$ cat src/rtl/timer_ctrl_if.sv
// Register-write, control and status bundle for the interval timer controller.
// The master drives configuration and control; the slave (timer) returns status.
interface timer_ctrl_if #(
  parameter int unsigned WIDTH      = 4,
  parameter int unsigned PRESCALE_W = 4
);
  localparam int unsigned DATA_W = (WIDTH > PRESCALE_W) ? WIDTH : PRESCALE_W;

  logic              wr_en_i;
  logic [1:0]        wr_addr_i;
  logic [DATA_W-1:0] wr_data_i;
  logic              start_i;
  logic              stop_i;
  logic              irq_ack_i;
  logic [WIDTH-1:0]  count_o;
  logic              busy_o;
  logic              done_o;
  logic              irq_o;

  modport master (
    output wr_en_i, wr_addr_i, wr_data_i, start_i, stop_i, irq_ack_i,
    input  count_o, busy_o, done_o, irq_o
  );

  modport slave (
    input  wr_en_i, wr_addr_i, wr_data_i, start_i, stop_i, irq_ack_i,
    output count_o, busy_o, done_o, irq_o
  );
endinterface

$ cat src/rtl/timer_ctrl.sv
// Programmable interval timer: prescaled up-counter with one-shot/periodic
// modes, a register write port and a sticky interrupt.
module timer_ctrl #(
  parameter int unsigned WIDTH      = 4,
  parameter int unsigned PRESCALE_W = 4
) (
  input  logic         clk_i,
  input  logic         rst_i,
  timer_ctrl_if.slave  bus
);

  localparam int unsigned CTRL_W       = 2;
  localparam int unsigned PERIODIC_BIT = 0;
  localparam int unsigned IRQ_EN_BIT   = 1;

  localparam logic [1:0] ADDR_RELOAD   = 2'd0;
  localparam logic [1:0] ADDR_PRESCALE = 2'd1;
  localparam logic [1:0] ADDR_CTRL     = 2'd2;

  typedef enum logic [1:0] {
    IDLE = 2'd0,
    RUN  = 2'd1,
    DONE = 2'd2
  } state_e;

  state_e                state_q;
  logic                  busy_q;
  logic                  done_q;
  logic                  irq_q,      irq_d;
  logic [WIDTH-1:0]      count_q,    count_d;
  logic [WIDTH-1:0]      reload_q,   reload_d;
  logic [PRESCALE_W-1:0] psc_q,      psc_d;
  logic [PRESCALE_W-1:0] prescale_q, prescale_d;
  logic [CTRL_W-1:0]     ctrl_q,     ctrl_d;

  logic run_c;
  logic stop_c;
  logic start_c;
  logic adv_c;
  logic tick_c;
  logic term_c;
  logic cfg_wr_c;

  // Control decode: stop beats start; counting only advances on quiet RUN cycles.
  always_comb begin
    run_c    = (state_q == RUN);
    stop_c   = bus.stop_i & run_c;
    start_c  = bus.start_i & ~bus.stop_i;
    adv_c    = run_c & ~bus.stop_i & ~bus.start_i;
    tick_c   = adv_c & (psc_q == prescale_q);
    term_c   = tick_c & (count_q == reload_q);
    cfg_wr_c = bus.wr_en_i & ~run_c;
  end

  // Register file next-state: RELOAD/PRESCALE are frozen while running, CTRL never is.
  always_comb begin
    reload_d   = reload_q;
    prescale_d = prescale_q;
    ctrl_d     = ctrl_q;
    if (cfg_wr_c && (bus.wr_addr_i == ADDR_RELOAD)) begin
      reload_d = bus.wr_data_i[WIDTH-1:0];
    end
    if (cfg_wr_c && (bus.wr_addr_i == ADDR_PRESCALE)) begin
      prescale_d = bus.wr_data_i[PRESCALE_W-1:0];
    end
    if (bus.wr_en_i && (bus.wr_addr_i == ADDR_CTRL)) begin
      ctrl_d = bus.wr_data_i[CTRL_W-1:0];
    end
  end

  // Counter, prescaler and interrupt next-state.
  always_comb begin
    psc_d   = psc_q;
    count_d = count_q;
    irq_d   = irq_q;

    if (stop_c || start_c) begin
      psc_d = '0;
    end else if (adv_c) begin
      psc_d = tick_c ? '0 : psc_q + PRESCALE_W'(1);
    end

    if (start_c) begin
      count_d = '0;
    end else if (term_c) begin
      count_d = ctrl_q[PERIODIC_BIT] ? '0 : count_q;
    end else if (tick_c) begin
      count_d = count_q + WIDTH'(1);
    end

    // A new terminal event outranks a simultaneous acknowledge.
    if (term_c && ctrl_q[IRQ_EN_BIT]) begin
      irq_d = 1'b1;
    end else if (bus.irq_ack_i) begin
      irq_d = 1'b0;
    end
  end

  always_ff @(posedge clk_i) begin
    if (rst_i) begin
      count_q    <= '0;
      psc_q      <= '0;
      reload_q   <= '1;
      prescale_q <= '0;
      ctrl_q     <= '0;
      irq_q      <= 1'b0;
    end else begin
      count_q    <= count_d;
      psc_q      <= psc_d;
      reload_q   <= reload_d;
      prescale_q <= prescale_d;
      ctrl_q     <= ctrl_d;
      irq_q      <= irq_d;
    end
  end

  // Sequencing FSM with registered busy/done.
  always_ff @(posedge clk_i) begin
    if (rst_i) begin
      state_q <= IDLE;
      busy_q  <= 1'b0;
      done_q  <= 1'b0;
    end else begin
      done_q <= term_c;
      case (state_q)
        IDLE, DONE: begin
          if (start_c) begin
            state_q <= RUN;
            busy_q  <= 1'b1;
          end
        end
        RUN: begin
          if (stop_c) begin
            state_q <= IDLE;
            busy_q  <= 1'b0;
          end else if (term_c && !ctrl_q[PERIODIC_BIT]) begin
            state_q <= DONE;
            busy_q  <= 1'b0;
          end
        end
        default: begin
          state_q <= IDLE;
          busy_q  <= 1'b0;
        end
      endcase
    end
  end

  assign bus.count_o = count_q;
  assign bus.busy_o  = busy_q;
  assign bus.done_o  = done_q;
  assign bus.irq_o   = irq_q;

endmodule
$ cat src/flat_wrapper.sv
// flat-port wrapper written by rule: the top's interface ports become plain ports
module timer_ctrl_flat 
#(
  parameter int unsigned WIDTH      = 4,
  parameter int unsigned PRESCALE_W = 4
)
  (clk_i, rst_i, bus_wr_en_i, bus_wr_addr_i, bus_wr_data_i, bus_start_i, bus_stop_i, bus_irq_ack_i, bus_count_o, bus_busy_o, bus_done_o, bus_irq_o);
  timer_ctrl_if #(.WIDTH(WIDTH), .PRESCALE_W(PRESCALE_W)) bus_i ();
  input  logic clk_i;
  input  logic rst_i;
  input wire logic [$bits(bus_i.wr_en_i)-1:0] bus_wr_en_i;
  input wire logic [$bits(bus_i.wr_addr_i)-1:0] bus_wr_addr_i;
  input wire logic [$bits(bus_i.wr_data_i)-1:0] bus_wr_data_i;
  input wire logic [$bits(bus_i.start_i)-1:0] bus_start_i;
  input wire logic [$bits(bus_i.stop_i)-1:0] bus_stop_i;
  input wire logic [$bits(bus_i.irq_ack_i)-1:0] bus_irq_ack_i;
  output wire logic [$bits(bus_i.count_o)-1:0] bus_count_o;
  output wire logic [$bits(bus_i.busy_o)-1:0] bus_busy_o;
  output wire logic [$bits(bus_i.done_o)-1:0] bus_done_o;
  output wire logic [$bits(bus_i.irq_o)-1:0] bus_irq_o;
  assign bus_i.wr_en_i = bus_wr_en_i;
  assign bus_i.wr_addr_i = bus_wr_addr_i;
  assign bus_i.wr_data_i = bus_wr_data_i;
  assign bus_i.start_i = bus_start_i;
  assign bus_i.stop_i = bus_stop_i;
  assign bus_i.irq_ack_i = bus_irq_ack_i;
  assign bus_count_o = bus_i.count_o;
  assign bus_busy_o = bus_i.busy_o;
  assign bus_done_o = bus_i.done_o;
  assign bus_irq_o = bus_i.irq_o;
  timer_ctrl #(.WIDTH(WIDTH), .PRESCALE_W(PRESCALE_W)) u_core (.clk_i(clk_i), .rst_i(rst_i), .bus(bus_i));
endmodule
$ cat config.mk
export PLATFORM = sky130hd
export DESIGN_NAME = timer_ctrl_flat
export DESIGN_NICKNAME = d
export VERILOG_FILES = /design/src/rtl/timer_ctrl_if.sv /design/src/rtl/timer_ctrl.sv /design/src/flat_wrapper.sv
export SDC_FILE = /design/constraint.sdc
export NUM_CORES = 1
export LEC_CHECK = 0
export BUFFER_PORTS_ARGS = -buffer_cell sky130_fd_sc_hd__buf_2
export CAP_MARGIN = 20
export CORE_MARGIN = 5
export CORE_UTILIZATION = 35
export DETAILED_ROUTE_END_ITERATION = 6
export PLACE_DENSITY_LB_ADDON = 0.15
export SETUP_SLACK_MARGIN = 0.2
export SLEW_MARGIN = 15
export SYNTH_ARGS = -nofsm -noshare
export SYNTH_HDL_FRONTEND = slang
export SYNTH_SLANG_ARGS = --single-unit
$ cat constraint.sdc
create_clock -name clk_i -period 1.4 [get_ports clk_i]
set_input_delay 0 -clock clk_i [delete_from_list [all_inputs] [get_ports clk_i]]
set_output_delay 0 -clock clk_i [all_outputs]
set_load 0.02 [all_outputs]
==> reports/metrics.cfg, run 1 <==
[critical_path]
path_depth=4
critical_path_class=flop to flop
required_ps=1660
worstSetupStartpointType=flop
ff2ff_setup_slack_ps=-50
crit_chain=or3b_4, or2_4, or3_1, a21oi_1
endpoint=u_core.psc_q[0]$_SDFFE_PP0P_
critPathMaxFanout=4
r2r_cells=4
cpMaxStageDelayCell=or3b_4
cp-startpoint=u_core.state_q[0]$_SDFFE_PP0P_
worstPathArrival_ps=1710
critical-path-top-delay-family=simple AND/OR/NAND/NOR gates
slowest_delay_ps=370
end_kind=flop
cp_num_buf_inv=0
r2r-end=u_core.psc_q[0]$_SDFFE_PP0P_
worstReg2RegStart=u_core.state_q[0]$_SDFFE_PP0P_

[placement]
io_buffers=18
place.gp.congestion=0.799
placed_cells=193
dp_hpwl_um=2140

[power_and_ir_drop]
power.leakage_nw=0.614
peakVddDrop_uv=359
total_power_mw=1.17
pwr_density_cell_nw_per_um2=759

[timing]
hold-worst-slack_ps=38.0
relSlewSlack=0.706
skew_ps=5.05
period_share=1.03
setup_slack_ps=-48.9
fmax_mhz=690
max_slew.worst_pin.slew_ps=440
period_needed_ps=1450
hold_viol=0
finalSetupViolCount=1
slew_violations=0
rsz0062_at_grt=yes

[global_route]
grt_util_all_layers=0.142
grt_pass1_vias=1038
overflow=0
grt_pass1_wl_um=4740
grt_max_degree=16
antenna_found_initial=0

[final_layout]
antenna_cells=0
fill_cells=323
multi_input_area_um2=679
seqCellArea_um2=478
final_cells=205
area_delta_synth_final_pct=39.1
fin_nets=176
final_common_cell=buf_2
post-route-util=0.503
drive_above_1_share=0.348
final_cell_mix=18 x buf_2, 17 x dfxtp_1, 16 x buf_4

[logic_synthesis]
synth_area_leaders=dfxtp_1 42%, mux2i_1 9.1%, xnor2_1 6.3%, nand2_1 5.1%, nand4_1 2.8%
synth_area_um2=1100
yosysTopAreaCell=dfxtp_1
yosys_warnings=0
synth_top_area_frac=0.417
synthCells=119
avgSynthCellArea_um2=9.28
yosysUniqueCellTypes=33
synth_fp_nets=133
synth-seq-cells=23
yosysSeqAreaShare=0.417

[floorplan]
die_area_um2=4380
rows=20
die_h_um=66.2
io_pins=19
die_w_um=66.2
core_um2=3050
start_util=0.362

[cts]
cts_sinks=23
clockRootBuffer=clkbuf_4
numCtsBuffers=3
cts_tree=done
clkLatencyLatePin_ps=310
clockBufferDepth=2
htreeDepth=1
cts.clk_slew.worst_paths_ps=130

[drt]
wirelength_um=2750
final_antenna_net_count=0
wl_per_cell_um=13.4
drt_first_pass_iters=4
dr_total_vias=1050
drt_iter0_markers=32
viasPerCell=5.12
post-route-drc-count=0

[status]
outcome=finished with violations
failed_checks=setup timing

[run]
max_cap_viol_count=0

[worst_hold_path]
min_path_type=input port to flop

sequential cells by signal (all words and copies together), names as in the netlist:
signal,cells
u_core.bus.done_o,1
u_core.reload_q,4
u_core.bus.count_o,4
u_core.ctrl_q,2
u_core.state_q,2
u_core.psc_q,4
u_core.prescale_q,4
u_core.bus.irq_o,1
u_core.bus.busy_o,1
per-layer routing:
layer,wire [µm],vias to the layer above,GRT usage
li1,-,517,-
met1,1250,507,0.175
met2,1370,20,0.239
met3,98,6,0.0306
met4,35,0,0.0533
met5,0,-,0
logic make-up (layout without fill, tap and decap cells):
group / after synthesis / in the layout / share of synthesized area
AND/OR/NAND/NOR: 51 / 51 / 0.259
XOR/XNOR: 10 / 10 / 0.0793
multiplexers: 10 / 10 / 0.0906
adder cells (fa/ha/maj): 2 / 2 / 0.0226
AO/OA/AOI/OAI: 16 / 16 / 0.106
flip-flops: 23 / 23 / 0.417
buffers and inverters: 7 / 49 / 0.0249
per-stage QoR:
stage	setup WS [ps]	instance area (µm²)	setup TNS [ps]
floorplan	-104	1130	-195
global placement	-27.9	1380	-161
detailed placement	-48.8	1380	-389
CTS	-41.7	1490	-138
global route	-105	1540	-513
finish	-48.9	1540	-48.9
where the power goes:
| group | internal, mW | switching, mW | total (mW) |
|---|---|---|---|
| Clock | 0.111 | 0.210 | 0.321 |
| Sequential | 0.661 | 0.0108 | 0.672 |
| Combinational | 0.0816 | 0.0907 | 0.172 |
| Total | 0.854 | 0.311 | 1.17 |
synth_stat cells:
cell      count
nor2_1        8
nand4_1       5
buf_2         1
a21oi_1       3
nor4b_2       2
a221oi_1      1
nor4_2        1
mux2i_1      10
xnor2_1       8
or2_0         1
nor3_1        4
nor4_1        2
ha_1          2
nand2_1      15
nand3_1       4
xor2_1        2
nor2b_1       2
and4_1        1
o22ai_1       3
o41ai_1       1
or3_1         2
nor3b_1       1
inv_1         4
dfxtp_1      23
nor3_2        1
a32o_1        1
o211ai_1      3
or3b_1        1
nand3b_1      1
o211a_1       2
a31o_1        1
o21ai_0       1
clkbuf_1      2
cell type report:
class	instances	area share
clock buffers	4	0.0171
inverters	4	0.00977
multi-input cells	89	0.442
flip-flops and latches	23	0.311
well taps	44	0.0358
repair buffers	41	0.184
worst min path at each step:
stage,start,end,slack (ps),cells past startpoint
finish,rst_i,u_core.ctrl_q[1]$_SDFFE_PP0P_,40,2
detailed placement,bus_wr_data_i[3],u_core.reload_q[3]$_SDFFE_PP1P_,250,3
global route,rst_i,u_core.prescale_q[3]$_SDFFE_PP0P_,30,2
global placement,bus_wr_data_i[2],u_core.reload_q[2]$_SDFFE_PP1P_,240,3
floorplan,bus_wr_data_i[0],u_core.reload_q[0]$_SDFFE_PP1P_,130,2
CTS,bus_irq_ack_i,u_core.bus.irq_o$_SDFFE_PP0P_,5,3
worst reg2reg max path, cell delays in order (launching register included):
cell and delay [ps]:
dfxtp_2 350, or3b_4 370, or2_4 260, or3_1 300, a21oi_1 110
timing repair:
action,4_1_cts,5_1_grt
endpoints found under the setup margin,21,21
buffers inserted,1,2
pin swaps,7,2
hold buffers,4,1
resized for setup,10,4
endpoints found under the hold margin,10,1
gates cloned,0,0
(Power assumes the default switching activity.)
==> inputs of run 2 (changes only) <==
Settings changed: RECOVER_POWER set to 50.
==> run 2 against run 1 <==
Compared with the run above: highest routed layer unchanged; worst hold slack gained 0.79 ps; clock-buffer cell count unchanged; combinational power about the same; core utilization is 0.25 points lower; first-iteration DRC count stayed put; the run still ends with setup timing left; die area unchanged; via count fell by 0.38%; final area is 0.49% lower.
==> reports/metrics.cfg, run 2 (synthesis gave the netlist of run 1 again) <==
[status]
outcome=finished with violations
failed_checks=setup timing

[critical_path]
crit_chain=or3b_4, or2_4, or3_1, a21oi_1
r2r_cells=4
critical_path_class=flop to flop
required_ps=1660
end_kind=flop
cp_num_buf_inv=0
critical-path-top-delay-family=simple AND/OR/NAND/NOR gates
worstSetupStartpointType=flop
worstPathArrival_ps=1710
ff2ff_setup_slack_ps=-50
critPathMaxFanout=4
r2r-end=u_core.psc_q[0]$_SDFFE_PP0P_
cpMaxStageDelayCell=or3b_4
slowest_delay_ps=370
worstReg2RegStart=u_core.state_q[0]$_SDFFE_PP0P_

[timing]
slew_violations=0
fmax_mhz=690
period_needed_ps=1450
max_slew.worst_pin.slew_ps=443
setup_slack_ps=-48.9
finalSetupViolCount=1
rsz0062_at_grt=yes
skew_ps=5.19
hold_viol=0
relSlewSlack=0.704
period_share=1.03

[final_layout]
fill_cells=324
drive_above_1_share=0.323
final_common_cell=dfxtp_1
final_cell_mix=18 x dfxtp_1, 16 x buf_4, 15 x nand2_1, 15 x buf_2, 10 x mux2i_1
antenna_cells=0
fin_area_um2=1530
fin_nets=176
area_delta_synth_final_pct=38.4
multi_input_area_um2=679
seqCellArea_um2=474

[global_route]
overflow=0
grt_pass1_vias=1038
grt_max_degree=16
grt_pass1_wl_um=4740
grt_util_all_layers=0.142
antenna_found_initial=0

[power_and_ir_drop]
power.switching_uw=311
power_frac_clock=0.275
power_frac_seq=0.578
internal-power_uw=856
power.leakage_nw=0.601
pwr_density_cell_nw_per_um2=763
peakVddDrop_uv=359
pwr-share-comb=0.147
swShare=0.266
total_power_mw=1.17

[floorplan]
die_w_um=66.2
io_pins=19
die_area_um2=4380
die_h_um=66.2
start_util=0.362
rows=20
core_um2=3050

[cts]
cts.clk_slew.worst_paths_ps=130
clockBufferDepth=2
clockRootBuffer=clkbuf_4
clkLatencyLatePin_ps=310
htreeDepth=1
cts_sinks=23
numCtsBuffers=3
cts_tree=done

[run]
max_cap_viol_count=0

[worst_hold_path]
hold_start=rst_i
hold_depth=2
min_to=u_core.ctrl_q[1]$_SDFFE_PP0P_
min_path_type=input port to flop

[drt]
final_antenna_net_count=0
post-route-drc-count=0
wl_per_cell_um=13.5
viasPerCell=5.10
drt_iter0_markers=32
drt_first_pass_iters=4
wirelength_um=2760
dr_total_vias=1046

[placement]
dp_hpwl_um=2140
io_buffers=18
place.gp.congestion=0.799
dpl-instance-area_um2=1380

[run 2: changes by cell type in the layout (fill, tap and decap cells not counted)]
cell	delta
dfxtp_1	+1
dfxtp_4	-1
buf_2	-3
clkbuf_1	+3
[run 2: how the worst max path moves through the flow]
stage                                        start  slack (ps)  cells past startpoint                           end
finish              u_core.state_q[0]$_SDFFE_PP0P_         -50                      4  u_core.psc_q[0]$_SDFFE_PP0P_
floorplan           u_core.state_q[0]$_SDFFE_PP0P_        -100                      5  u_core.psc_q[0]$_SDFFE_PP0P_
CTS                 u_core.state_q[0]$_SDFFE_PP0P_         -40                      4  u_core.psc_q[0]$_SDFFE_PP0P_
detailed placement  u_core.state_q[0]$_SDFFE_PP0P_         -50                      4  u_core.psc_q[0]$_SDFFE_PP0P_
global route        u_core.state_q[0]$_SDFFE_PP0P_        -110                      4  u_core.psc_q[0]$_SDFFE_PP0P_
global placement    u_core.state_q[0]$_SDFFE_PP0P_         -30                      4  u_core.psc_q[0]$_SDFFE_PP0P_
[run 2: cell type report]
class | count | area share
flip-flops and latches | 23 | 0.310
inverters | 4 | 0.00982
multi-input cells | 89 | 0.444
clock buffers | 4 | 0.0172
repair buffers | 41 | 0.182
well taps | 44 | 0.0360
[run 2: power by group through the flow]
stage / clock network, mW / logic (mW) / registers (mW)
3_3_place_gp: 0 / 0.141 / 0.686
4_1_cts: 0.327 / 0.161 / 0.672
3_5_place_dp: 0 / 0.145 / 0.687
5_1_grt: 0.375 / 0.189 / 0.677
2_1_floorplan: 0 / 0.0791 / 0.688
6_report: 0.320 / 0.172 / 0.674
[run 2: worst reg2reg max path, cell delays in order (launching register included)]
cell	delay, ps
dfxtp_2	350
or3b_4	370
or2_4	260
or3_1	300
a21oi_1	110
[run 2: metrics by stage]
stage / setup WS, ps / std cells / hold slack (ps) / util / setup TNS, ps
after global placement: -27.9 / 193 / 241 / 0.451 / -161
after global routing: -105 / 205 / 31.1 / 0.501 / -512
after detailed placement: -48.8 / 193 / 252 / 0.451 / -389
after floorplan: -104 / 119 / 128 / - / -195
final: -48.9 / 205 / 38.8 / 0.501 / -48.9
after CTS: -41.7 / 202 / 5.50 / 0.486 / -138
[run 2: per-layer routing]
layer,share of wire,up-vias,track usage
met5,0,-,0
li1,-,517,-
met4,0.014,0,0.0533
met2,0.50,18,0.239
met3,0.034,6,0.0306
met1,0.45,505,0.175
[run 2: what timing repair did]
item                                   CTS  global route
setup endpoints to repair               21            21
hold buffers                             4             1
pin swaps                                7             2
gates resized for setup                 10             4
endpoints found under the hold margin   10             1
buffers inserted                         1             2
